File: src/rtl/sar_pkg.sv
// Shared definitions for the SAR ADC controller: FSM state encoding,
// parameter defaults and the averaging depth.
package sar_pkg;

  typedef enum logic [1:0] {
    IDLE,
    SETTLE,
    DECIDE,
    DONE
  } sar_state_e;

  localparam int unsigned SAR_WIDTH_DEFAULT  = 10;
  localparam int unsigned SAR_SETTLE_DEFAULT = 2;
  localparam int unsigned SAR_AVG_COUNT      = 4;

endpackage

File: src/rtl/sar_settle_timer.sv
// DAC settle timer: load restarts the count; done is high during the last
// settle cycle so the FSM can step into DECIDE on the following edge.
module sar_settle_timer
  import sar_pkg::*;
#(
  parameter int unsigned SETTLE_CYCLES = SAR_SETTLE_DEFAULT
) (
  input  logic clk,
  input  logic reset,
  input  logic load,
  output logic done
);

  localparam logic [3:0] LAST = (SETTLE_CYCLES == 0) ? 4'd0 : 4'(SETTLE_CYCLES - 1);

  logic [3:0] cnt;

  always_ff @(posedge clk) begin
    if (reset) begin
      cnt <= '0;
    end else if (load) begin
      cnt <= '0;
    end else if (cnt != LAST) begin
      cnt <= cnt + 4'd1;
    end
  end

  assign done = (cnt == LAST);

endmodule

File: src/rtl/sar_adc_controller.sv
// Successive-approximation ADC controller (IDLE/SETTLE/DECIDE/DONE FSM).
// Define SAR_AVG4_EN to run 4 back-to-back conversions per start and report their average.
module sar_adc_controller
  import sar_pkg::*;
#(
  parameter int unsigned WIDTH         = SAR_WIDTH_DEFAULT,
  parameter int unsigned SETTLE_CYCLES = SAR_SETTLE_DEFAULT
) (
  input  logic             clk,
  input  logic             reset,
  input  logic             start,
  input  logic             cmp_in,
  output logic [WIDTH-1:0] dac_code,
  output logic             busy,
  output logic [WIDTH-1:0] result,
  output logic             valid
);

  localparam int unsigned      IDX_W     = $clog2(WIDTH);
  localparam logic [IDX_W-1:0] MSB_IDX   = IDX_W'(WIDTH - 1);
  localparam logic [WIDTH-1:0] MSB_BIT   = {1'b1, {(WIDTH-1){1'b0}}};
  localparam sar_state_e       BIT_ENTRY = (SETTLE_CYCLES == 0) ? DECIDE : SETTLE;

  sar_state_e       state;
  logic [IDX_W-1:0] bit_idx;
  logic [WIDTH-1:0] bit_mask;
  logic [WIDTH-1:0] code_kept;
  logic             settle_load;
  logic             settle_done;
  logic             last_conv;

`ifdef SAR_AVG4_EN
  logic [WIDTH+1:0] acc;
  logic [WIDTH+1:0] acc_sum;
  logic [1:0]       conv_cnt;
`endif

  always_comb begin
    bit_mask          = '0;
    bit_mask[bit_idx] = 1'b1;
    code_kept         = cmp_in ? dac_code : (dac_code & ~bit_mask);
`ifdef SAR_AVG4_EN
    acc_sum   = acc + {2'b00, code_kept};
    last_conv = (conv_cnt == 2'(SAR_AVG_COUNT - 1));
`else
    last_conv = 1'b1;
`endif
    // The timer restarts on every entry into a bit's settle window.
    settle_load = ((state == IDLE) && start) ||
                  ((state == DECIDE) && ((bit_idx != '0) || !last_conv));
  end

  sar_settle_timer #(
    .SETTLE_CYCLES(SETTLE_CYCLES)
  ) u_settle (
    .clk  (clk),
    .reset(reset),
    .load (settle_load),
    .done (settle_done)
  );

  always_ff @(posedge clk) begin
    if (reset) begin
      state    <= IDLE;
      bit_idx  <= '0;
      dac_code <= '0;
      result   <= '0;
      busy     <= 1'b0;
      valid    <= 1'b0;
`ifdef SAR_AVG4_EN
      acc      <= '0;
      conv_cnt <= '0;
`endif
    end else begin
      valid <= 1'b0;
      case (state)
        IDLE: begin
          if (start) begin
            state    <= BIT_ENTRY;
            bit_idx  <= MSB_IDX;
            dac_code <= MSB_BIT;
            busy     <= 1'b1;
`ifdef SAR_AVG4_EN
            acc      <= '0;
            conv_cnt <= '0;
`endif
          end
        end
        SETTLE: begin
          if (settle_done) state <= DECIDE;
        end
        DECIDE: begin
          if (bit_idx != '0) begin
            dac_code <= code_kept | (bit_mask >> 1);
            bit_idx  <= bit_idx - IDX_W'(1);
            state    <= BIT_ENTRY;
          end else begin
`ifdef SAR_AVG4_EN
            acc <= acc_sum;
            if (last_conv) begin
              result   <= acc_sum[WIDTH+1:2];
              valid    <= 1'b1;
              dac_code <= code_kept;
              state    <= DONE;
            end else begin
              conv_cnt <= conv_cnt + 2'd1;
              bit_idx  <= MSB_IDX;
              dac_code <= MSB_BIT;
              state    <= BIT_ENTRY;
            end
`else
            result   <= code_kept;
            valid    <= 1'b1;
            dac_code <= code_kept;
            state    <= DONE;
`endif
          end
        end
        DONE: begin
          state    <= IDLE;
          busy     <= 1'b0;
          dac_code <= '0;
        end
        default: state <= IDLE;
      endcase
    end
  end

endmodule

File: config.mk
export PLATFORM = sky130hd
export DESIGN_NAME = sar_adc_controller
export DESIGN_NICKNAME = d
export VERILOG_FILES = /design/src/rtl/sar_pkg.sv /design/src/rtl/sar_settle_timer.sv /design/src/rtl/sar_adc_controller.sv
export SDC_FILE = /design/constraint.sdc
export NUM_CORES = 1
export LEC_CHECK = 0
export ABC_AREA = 0
export CAP_MARGIN = 20
export CORE_MARGIN = 2
export CORE_UTILIZATION = 56
export DETAILED_ROUTE_END_ITERATION = 10
export PLACE_DENSITY = 0.83
export SYNTH_ARGS = -nofsm -noshare
export SYNTH_HDL_FRONTEND = slang
export SYNTH_SLANG_ARGS = --single-unit
File: constraint.sdc
create_clock -name clk -period 4.6 [get_ports clk]
set_input_delay 0.92 -clock clk [delete_from_list [all_inputs] [get_ports clk]]
set_output_delay 0.92 -clock clk [all_outputs]
set_load 0.005 [all_outputs]
Word-level counts from Yosys, hierarchy flattened. Cells that the tools add are included.

Bits in registers: 32. Bits of input ports: 4. Output and inout bits: 22. Word-level logic and storage cells: 56.

$add $sub $neg: 2. Order comparisons: 2. Equality and inequality tests: 8. Muxes and demuxes: 16. Bitwise operators: 5. Reduce and logical (&&, ||, !) cells: 16.

Operator list (number): 2-to-1 mux 10 bit (3); case mux 10 bit (3 select lines) (1); bitwise AND 10 bit (1); NOT 10 bit (1); bitwise OR 10 x 9 -> 10 bit (1); 2-to-1 mux 4 bit (2); case mux 2 bit (4 select lines) (1); case mux 4 bit (2 select lines) (1); AND reduction 2 bit (4); 2-to-1 mux 2 bit (3); < comparator 4 x 5 -> 1 bit (second input constant) (1); adder 4 x 1 -> 4 bit (second input constant) (1); demux 1 bit (select 4 bit) (1); == test 2 bit (second input constant) (2); == test 4 x 1 -> 1 bit (second input constant) (1); >= comparator 4 x 1 -> 1 bit (second input constant) (1); != test 2 bit (second input constant) (2); != test 4 x 1 -> 1 bit (second input constant) (1); nonzero test 2 bit (2); nonzero test 4 bit (1); OR reduction 2 bit (2); subtractor 4 x 1 -> 4 bit (second input constant) (1); logical AND 1 bit (3); 2-to-1 mux 1 bit (3); other kinds (8) (9).

Logic depth before layout (Yosys ltp). Gate-level depths: netlist of run 1.

Depth in word-level cells: 10. Gate-level depth with buffers: 7. Mapped depth without buffers: 5.

Cells and area by module. Synthesis of run 1 repeated with hierarchy kept, for this count alone.

Cell total of the unflattened synthesis: 186. Area, all modules: 1561.5 µm².

By module, submodules not included: sar_adc_controller (times used 1, cells an instance 166, area each 1342.5 µm², seq. area each 560.5 µm²); sar_settle_timer (times used 1, cells an instance 20, area each 219.0 µm², seq. area each 80.1 µm²).

Worst setup path before layout of run 1. No wires, ideal clock.

Path kind: input-to-reg. Start point: in reset. End point: reg dac_code[3]. Setup time: 59 ps. Arrival time: 1884 ps. Data required time: 4541 ps. Setup slack: 2656 ps. Stages on the path: 5. Path buffers: 2. Cells stage by stage: buf_2 or3b_4 buf_2 o22ai_1 a22o_1.

RTL lines: start: declaration (line sar_adc_controller.sv:10) `input logic reset,`; end signal: assignment (line sar_adc_controller.sv:94) `dac_code <= code_kept | (bit_mask >> 1);`; end signal: assignment (line sar_adc_controller.sv:114) `dac_code <= code_kept;`; end: declaration (line sar_adc_controller.sv:13) `output logic [WIDTH-1:0] dac_code,`.

Worst setup path in the final report of run 1.
Start point: in start. End point: reg dac_code[8].

Cells in the longest elaborated chain, start to end: 2.

Ends and longest elaborated chain: start: declaration (line sar_adc_controller.sv:11) `input logic start,`; != test 2 bit (no source line); AND reduction 2 bit (no source line).

Every way passes these cells. A chain may end at the register's enable or synchronous reset.

==> results of run 1 <==
## per-stage QoR
stage	hold slack, ns	total power, W	instances
floorplan	0.471	0.000391	168
global placement	0.463	0.000406	208
detailed placement	0.470	0.000411	208
CTS	0.484	0.000587	215
global route	0.501	0.000611	215
finish	0.481	0.000585	215
## cell families (layout without fill, tap and decap cells)
kind of cell	after synthesis	count (layout)	synth area share, %
and+or+nand+nor	49	49	23.9
muxes	2	2	1.31
buffers and inverters	21	37	6.61
adders and majority gates	7	7	5.38
AOI/OAI and AO/OA	54	54	21.8
xor gates and xnor gates	3	3	1.61
DFF	32	32	39.4
## worst register-to-register path, stage by stage (launching register included)
cell     delay [ns]
dfxtp_1        0.43
inv_1          0.15
ha_1           0.45
nor3b_2        0.29
a21oi_2        0.36
mux2_2         0.38
## layer usage
layer	vias to the layer above	track usage [%]	wire length (um)
met3	6	8.48	243
met2	58	34.1	1620
met1	668	31.1	1640
li1	664	-	-
met4	0	6.98	46
met5	-	0	0
## registers in the layout (all words and copies together) (netlist names)
register and count:
busy 1, bit_idx 4, valid 1, dac_code 10, state 2, result 10
u_settle.cnt 4
## power by group
group	leakage (nW)	internal, W	switching, W
registers	0.260	0.000288	0.0000208
logic	0.345	0.0000456	0.0000524
clock network	0.0374	0.0000865	0.0000920
## Yosys cell counts (4+ instances only)
| master | number | area (um2) |
|---|---|---|
| nor2_1 | 5 | 18.8 |
| inv_1 | 4 | 15.0 |
| a21oi_1 | 15 | 75.1 |
| nor4bb_1 | 5 | 50.1 |
| nor4b_1 | 5 | 43.8 |
| o21ai_1 | 11 | 55.1 |
| clkbuf_1 | 5 | 18.8 |
| nand4b_1 | 8 | 70.1 |
| a22o_1 | 10 | 87.6 |
| buf_2 | 8 | 40.0 |
| dfxtp_1 | 32 | 641 |
| o22ai_1 | 9 | 56.3 |
| ha_1 | 7 | 87.6 |
## area by class of cell
type | count | area [um2]
clock buffers | 7 | 65.1
fillers | 208 | 861
inverters | 4 | 15.0
multi-input cells | 115 | 880
flip-flops and latches | 32 | 641
well taps | 31 | 38.8
repair buffers | 26 | 258
## path summary, 6_finish.rpt
kind,to,slack [ns],from,cells past startpoint
setup / recovery,dac_code[8]$_SDFFE_PP0P_,2.29,start,4
hold / removal,result[4]$_SDFFE_PP0P_,0.48,result[4]$_SDFFE_PP0P_,2
setup reg to reg,bit_idx[1]$_SDFFE_PP0P_,2.45,bit_idx[0]$_SDFFE_PP0P_,5
hold reg to reg,result[4]$_SDFFE_PP0P_,0.48,result[4]$_SDFFE_PP0P_,2
==> results.sh, run 1 <==
export IMPL_setup_tns_ns=0
export IMPL_worstSkewPairLatency_ns=0.34
export IMPL_final_setup_skew_ns=0.00708
export IMPL_antenna_found_initial=0
export IMPL_grtUsageTotal_pct=22.9
export IMPL_syn_to_final_growth_pct=16.5
export IMPL_critPathCaptureType="flip-flop"
export IMPL_crit_type="in -> reg"
export IMPL_synth_seq_cells=32
export IMPL_synth_avg_cell_area_um2=9.69
export IMPL_syn_inst=168
export IMPL_worstPathArrival_ns=2.55
export IMPL_fin_area_um2=1900
export IMPL_fin_nets=195
export IMPL_layout_drive_gt1_share_pct=11.4
export IMPL_crit_path_max_fanout=11
export IMPL_yosysSeqAreaShare_pct=39.4
export IMPL_synth_cell_types=45
export IMPL_holdCritPathClass="reg -> reg"
export IMPL_drt_wl_total_um=3550
export IMPL_period_needed_ns=2.31
export IMPL_core_um2=2760
export IMPL_synth_flop_cell="dfxtp_1"
export IMPL_crit_chain="clkdlybuf4s50_1, nor2b_1, o22ai_1, a22o_1"
export IMPL_num_vias=1396
export IMPL_slew_violations=0
export IMPL_syn_cell_area_um2=1630
export IMPL_place_gp_congestion=0.809
export IMPL_drc=0
export IMPL_timing_fmax_mhz=432
export IMPL_dp_slack_ns=1.97
export IMPL_synth_warnings=0
export IMPL_final_antenna_net_count=0
export IMPL_synth_edf_count=0
export IMPL_clock_sinks=32
export IMPL_grt_max_degree=28
export IMPL_drt_iter0_markers=51
export IMPL_dp_hpwl_um=2430
export IMPL_async_reset_ff_share_pct=0
export IMPL_antenna_cells=0
export IMPL_path_buf_inv=1
export IMPL_p_per_area_nw_per_um2=308
export IMPL_grt_remaining_overflow=0
export IMPL_grt_pass1_vias=1254
export IMPL_cts_root_buf="clkbuf_4"
export IMPL_dieArea_um2=3350
export IMPL_via_per_inst=6.49
export IMPL_post_cts_buffers=0
export IMPL_rows=19
export IMPL_worst_pin_slew_ns=1.07
export IMPL_hold_violations=0
export IMPL_p_leak_nw=0.642
export IMPL_clk_pin_slew_worst_paths_ns=0.09
export IMPL_cp_start_kind="input pin"
export IMPL_ir_drop_v=0.000266
export IMPL_final_cell_mix="32 x dfxtp_1, 25 x clkdlybuf4s50_1, 15 x a21oi_1, 11 x o21ai_1, 10 x a22o_1"
export IMPL_start_util_pct=59.0
export IMPL_routedWlPerCell_um=16.5
export IMPL_synth_nets=179
export IMPL_cts_buffers=5
export IMPL_port_buffers=25
export IMPL_rsz0062_at_grt="no"
export IMPL_grt_pass1_wl_um=5890
export IMPL_post_route_period_util_pct=50.3
export IMPL_drv_cap=0
export IMPL_cts_tree="yes"
export IMPL_max_slew_margin_pct=28.6
export IMPL_layout_commonest_cell="dfxtp_1"
export IMPL_hold_buffers=0
export IMPL_worst_slack_ns=2.29
export IMPL_status="complete, no violations"
export IMPL_clk_path_buf_depth=2
export IMPL_cp_slowest_cell="nor2b_1"
export IMPL_ctsResizeCount=0
export IMPL_post_route_util_pct=68.8
export IMPL_dpl_cell_area_um2=1830
export IMPL_slowest_delay_ns=0.66
export IMPL_die_w_um=57.9
export IMPL_htree_levels=2
export IMPL_io_pins=26
export IMPL_crit_required_ns=4.84
export IMPL_fp_dieH_um=57.9
export IMPL_crit_family="simple AND/OR/NAND/NOR gates"
export IMPL_drtPass1Iterations=5
export IMPL_setup_viol=0
(Power assumes the default switching activity.)
==> run 2, diff against run 1 <==
- CORE_UTILIZATION: 56 -> 52
- PLACE_DENSITY: 0.83 -> 0.78
- clock period: 4.6 -> 2.3 ns (I/O delays scaled with it)
==> results.sh, run 2 (synthesis results as in run 1) <==
export IMPL_reg2reg_from="bit_idx[0]$_SDFFE_PP0P_"
export IMPL_grtUsageTotal_pct=20.9
export IMPL_holdCritPathClass="reg -> reg"
export IMPL_via_per_inst=6.27
export IMPL_dp_hpwl_um=2510
export IMPL_clock_sinks=32
export IMPL_drv_cap=0
export IMPL_worst_pin_slew_ns=0.566
export IMPL_antenna_cells=0
export IMPL_drc=0
export IMPL_status="complete, no violations"
export IMPL_place_gp_congestion=0.819
export IMPL_grt_remaining_overflow=0
export IMPL_ir_drop_v=0.000429
export IMPL_fp_dieH_um=60.0
export IMPL_drt_wl_total_um=3520
export IMPL_cts_root_buf="clkbuf_4"
export IMPL_reg_top3="dac_code (10), result (10)"
export IMPL_worstSkewPairLatency_ns=0.34
export IMPL_rsz0062_at_grt="no"
export IMPL_grt_max_degree=26
export IMPL_setup_viol=0
export IMPL_r2r_setup_slack_ns=0.38
export IMPL_crit_required_ns=2.54
export IMPL_final_antenna_net_count=0
export IMPL_crit_path_max_fanout=12
export IMPL_routedWlPerCell_um=15.9
export IMPL_crit_path_start="bit_idx[0]$_SDFFE_PP0P_"
export IMPL_start_util_pct=54.2
export IMPL_cts_buffers=5
export IMPL_post_cts_buffers=0
export IMPL_dieArea_um2=3590
export IMPL_drtPass1Iterations=4
export IMPL_final_cell_mix="32 x dfxtp_1, 25 x clkdlybuf4s50_1, 15 x a21oi_1, 11 x o21ai_1, 10 x a22o_1"
export IMPL_grt_pass1_wl_um=5590
export IMPL_htree_levels=2
export IMPL_fillers=260
export IMPL_slew_violations=0
export IMPL_cp_start_kind="flip-flop"
export IMPL_rows=20
export IMPL_crit_type="reg -> reg"
export IMPL_num_vias=1385
export IMPL_drt_iter0_markers=57
export IMPL_timing_fmax_mhz=520
export IMPL_grt_pass1_vias=1234
export IMPL_setup_tns_ns=0
export IMPL_io_pins=26
export IMPL_max_slew_margin_pct=62.2
export IMPL_layout_commonest_cell="dfxtp_1"
export IMPL_syn_to_final_growth_pct=19.9
export IMPL_worst_r2r_endpoint="bit_idx[1]$_SDFFE_PP0P_"
export IMPL_port_buffers=25
export IMPL_fin_nets=198
export IMPL_layout_drive_gt1_share_pct=13.3
export IMPL_hold_violations=0
export IMPL_ctsResizeCount=0
export IMPL_worstPathArrival_ns=2.16
export IMPL_antenna_found_initial=0
export IMPL_period_needed_ns=1.92
export IMPL_final_setup_skew_ns=0.0169
export IMPL_whs_ns=0.480
export IMPL_cts_tree="yes"
export IMPL_clk_path_buf_depth=2
export IMPL_die_w_um=60.0
export IMPL_p_leak_nw=0.671
export IMPL_p_per_area_nw_per_um2=665
export IMPL_core_um2=3000
export IMPL_post_route_period_util_pct=83.7
export IMPL_reg2reg_depth=5
export IMPL_hold_buffers=0
export IMPL_critPathCaptureType="flip-flop"
export IMPL_clk_pin_slew_worst_paths_ns=0.10
export IMPL_endpoint="bit_idx[1]$_SDFFE_PP0P_"
## run 2: worst min path at each step
| stage | from | endpoint | slack, ns | cells after the start |
|---|---|---|---|---|
| detailed placement | result[0]$_SDFFE_PP0P_ | result[0]$_SDFFE_PP0P_ | 0.47 | 2 |
| global placement | result[3]$_SDFFE_PP0P_ | result[3]$_SDFFE_PP0P_ | 0.46 | 2 |
| global route | result[2]$_SDFFE_PP0P_ | result[2]$_SDFFE_PP0P_ | 0.51 | 2 |
| floorplan | result[4]$_SDFFE_PP0P_ | result[4]$_SDFFE_PP0P_ | 0.47 | 2 |
| finish | result[0]$_SDFFE_PP0P_ | result[0]$_SDFFE_PP0P_ | 0.48 | 2 |
| CTS | result[1]$_SDFFE_PP0P_ | result[1]$_SDFFE_PP0P_ | 0.48 | 2 |
## run 2: power by group
| group | internal, W | switching (W) |
|---|---|---|
| clock | 0.000289 | 0.000192 |
| sequential | 0.000575 | 0.0000410 |
| combinational | 0.0000964 | 0.000105 |
## run 2: final cells by class
| type | instances | area [um2] | area share [%] |
|---|---|---|---|
| Inverter | 4 | 15.0 | 0.769 |
| Sequential cell | 32 | 641 | 32.8 |
| Timing Repair Buffer | 29 | 280 | 14.4 |
| Clock buffer | 7 | 65.1 | 3.33 |
| Tap cell | 33 | 41.3 | 2.12 |
| Clock inverter | 1 | 30.0 | 1.54 |
| Multi-Input combinational cell | 115 | 880 | 45.1 |
## run 2: worst max-delay path, cell delays in order (launching register included)
cell     delay [ns]
dfxtp_1        0.42
inv_1          0.14
ha_1           0.34
nor3b_2        0.22
a21oi_2        0.32
mux2_2         0.37
## run 2: per-layer routing
metal,global-route usage [%],vias to the layer above,part of all wire (%)
met1,28.8,646,45
met2,30.9,58,45
li1,-,676,-
met3,6.71,5,8.5
met5,0,-,0
met4,6.35,0,0.82
## run 2: through the flow
stage	power [W]	utilization [%]	cells	area (um2)	setup slack, ns
after floorplan	0.000782	-	168	1630	0.583
after global placement	0.000818	61.8	213	1860	0.335
after detailed placement	0.000828	61.8	213	1860	0.335
after CTS	0.00130	65.0	221	1950	0.370
after global routing	0.00136	65.0	221	1950	0.252
final	0.00130	65.0	221	1950	0.375
==> run 3, diff against run 2 <==
- clock period: 2.3 -> 1.9 ns (I/O delays scaled with it)
==> results.sh, run 3 (synthesis results as in run 1) <==
export IMPL_holdPathStages=2
export IMPL_cts_root_buf="clkbuf_4"
export IMPL_reg2reg_depth=6
export IMPL_ctsResizeCount=0
export IMPL_start_util_pct=54.2
export IMPL_antenna_cells=0
export IMPL_clock_sinks=32
export IMPL_status="complete, no violations"
export IMPL_grt_remaining_overflow=0
export IMPL_fin_nets=202
export IMPL_grt_pass1_wl_um=6300
export IMPL_post_cts_buffers=0
export IMPL_ir_drop_v=0.000523
export IMPL_io_pins=26
export IMPL_holdCritPathClass="reg -> reg"
export IMPL_antenna_found_initial=0
export IMPL_place_gp_congestion=0.817
export IMPL_slew_violations=0
export IMPL_cts_buffers=5
export IMPL_layout_drive_gt1_share_pct=14.6
export IMPL_grtUsageTotal_pct=23.2
export IMPL_p_leak_nw=0.680
export IMPL_worstPathArrival_ns=2.00
export IMPL_routedWlPerCell_um=16.7
export IMPL_r2r_setup_slack_ns=0.14
export IMPL_via_per_inst=6.36
export IMPL_timing_fmax_mhz=568
export IMPL_post_route_period_util_pct=92.6
export IMPL_die_w_um=60.0
export IMPL_syn_to_final_growth_pct=20.6
export IMPL_setup_tns_ns=0
export IMPL_drt_iter0_markers=59
export IMPL_fillers=259
export IMPL_crit_path_max_fanout=11
export IMPL_clk_pin_slew_worst_paths_ns=0.10
export IMPL_grt_max_degree=24
export IMPL_reg_top3="dac_code (10), result (10)"
export IMPL_rsz0062_at_grt="no"
export IMPL_clk_path_buf_depth=2
export IMPL_crit_family="simple AND/OR/NAND/NOR gates"
export IMPL_grt_pass1_vias=1364
export IMPL_drv_cap=0
export IMPL_worstSkewPairLatency_ns=0.33
export IMPL_drt_wl_total_um=3760
export IMPL_path_buf_inv=2
export IMPL_slowest_delay_ns=0.42
export IMPL_htree_levels=2
export IMPL_crit_chain="inv_1, ha_1, buf_4, nor4b_1, o22ai_1, a22o_1"
export IMPL_crit_required_ns=2.14
export IMPL_max_slew_margin_pct=61.0
export IMPL_worst_pin_slew_ns=0.584
export IMPL_cp_slowest_cell="nor4b_1"
export IMPL_critPathCaptureType="flip-flop"
export IMPL_dp_cells=217
export IMPL_worst_path_stages=6
export IMPL_period_needed_ns=1.76
export IMPL_layout_commonest_cell="dfxtp_1"
export IMPL_core_um2=3000
export IMPL_fin_cells=225
export IMPL_num_vias=1431
export IMPL_final_antenna_net_count=0
export IMPL_drtPass1Iterations=4
export IMPL_setup_viol=0
export IMPL_port_buffers=25
export IMPL_cp_start_kind="flip-flop"
export IMPL_drc=0
export IMPL_multi_input_area_um2=880
export IMPL_dp_hpwl_um=2750
export IMPL_hold_buffers=0
export IMPL_dieArea_um2=3590
export IMPL_rows=20
export IMPL_crit_type="reg -> reg"
export IMPL_p_per_area_nw_per_um2=772
export IMPL_final_setup_skew_ns=0.00834
export IMPL_hold_violations=0
export IMPL_cts_tree="yes"
export IMPL_final_cell_mix="32 x dfxtp_1, 25 x clkdlybuf4s50_1, 15 x a21oi_1, 11 x o21ai_1, 10 x a22o_1"
export IMPL_fp_dieH_um=60.0
export IMPL_regArea_um2=641
-- run 3: changes by cell type in the layout (fill, tap and decap cells not counted) --
| cell | change |
|---|---|
| clkbuf_8 | -2 |
| buf_4 | +4 |
| clkbuf_1 | +1 |
| clkinv_2 | +1 |
-- run 3: final timing paths --
kind,endpoint,startpoint
max reg2reg,dac_code[0]$_SDFFE_PP0P_,bit_idx[0]$_SDFFE_PP0P_
min,result[5]$_SDFFE_PP0P_,result[5]$_SDFFE_PP0P_
min reg2reg,result[5]$_SDFFE_PP0P_,result[5]$_SDFFE_PP0P_
max,dac_code[0]$_SDFFE_PP0P_,bit_idx[0]$_SDFFE_PP0P_
-- run 3: worst reg2reg max path: stages (launching register included) --
cell	delay [ns]
dfxtp_1	0.37
inv_1	0.16
ha_1	0.18
buf_4	0.17
nor4b_1	0.43
o22ai_1	0.17
a22o_1	0.19
-- run 3: power breakdown --
part	total (W)	switching [W]	internal (W)
registers	0.000744	0.0000479	0.000696
clock network	0.000510	0.000234	0.000276
logic	0.000261	0.000135	0.000125
total	0.00151	0.000417	0.00110
-- run 3: final cells by class --
| type | instances | share of cell area [%] |
|---|---|---|
| clock buffers | 6 | 2.10 |
| clock inverters | 2 | 1.78 |
| inverters | 4 | 0.765 |
| multi-input cells | 115 | 44.8 |
| flip-flops and latches | 32 | 32.6 |
| repair buffers | 33 | 15.8 |
| well taps | 33 | 2.10 |
-- run 3: per-layer routing --
metal  global-route usage (%)  up-vias  share of wire (%)
met4                     8.89        0                1.7
li1                         -      681                  -
met1                     30.5      698                 46
met5                        0        -                  0
met3                     5.84        9                4.3
met2                     36.5       43                 48
-- run 3: stage by stage --
stage | worst slack (ns) | power [W] | cell area, um2 | util [%] | hold WS [ns]
final | 0.141 | 0.00151 | 1960 | 65.4 | 0.489
after global routing | 0.0209 | 0.00158 | 1960 | 65.4 | 0.529
after detailed placement | 0.00476 | 0.00102 | 1890 | 62.8 | 0.480
after floorplan | 0.183 | 0.000947 | 1630 | - | 0.471
after global placement | 0.00542 | 0.00100 | 1890 | 62.8 | 0.465
after CTS | 0.163 | 0.00152 | 1960 | 65.4 | 0.493
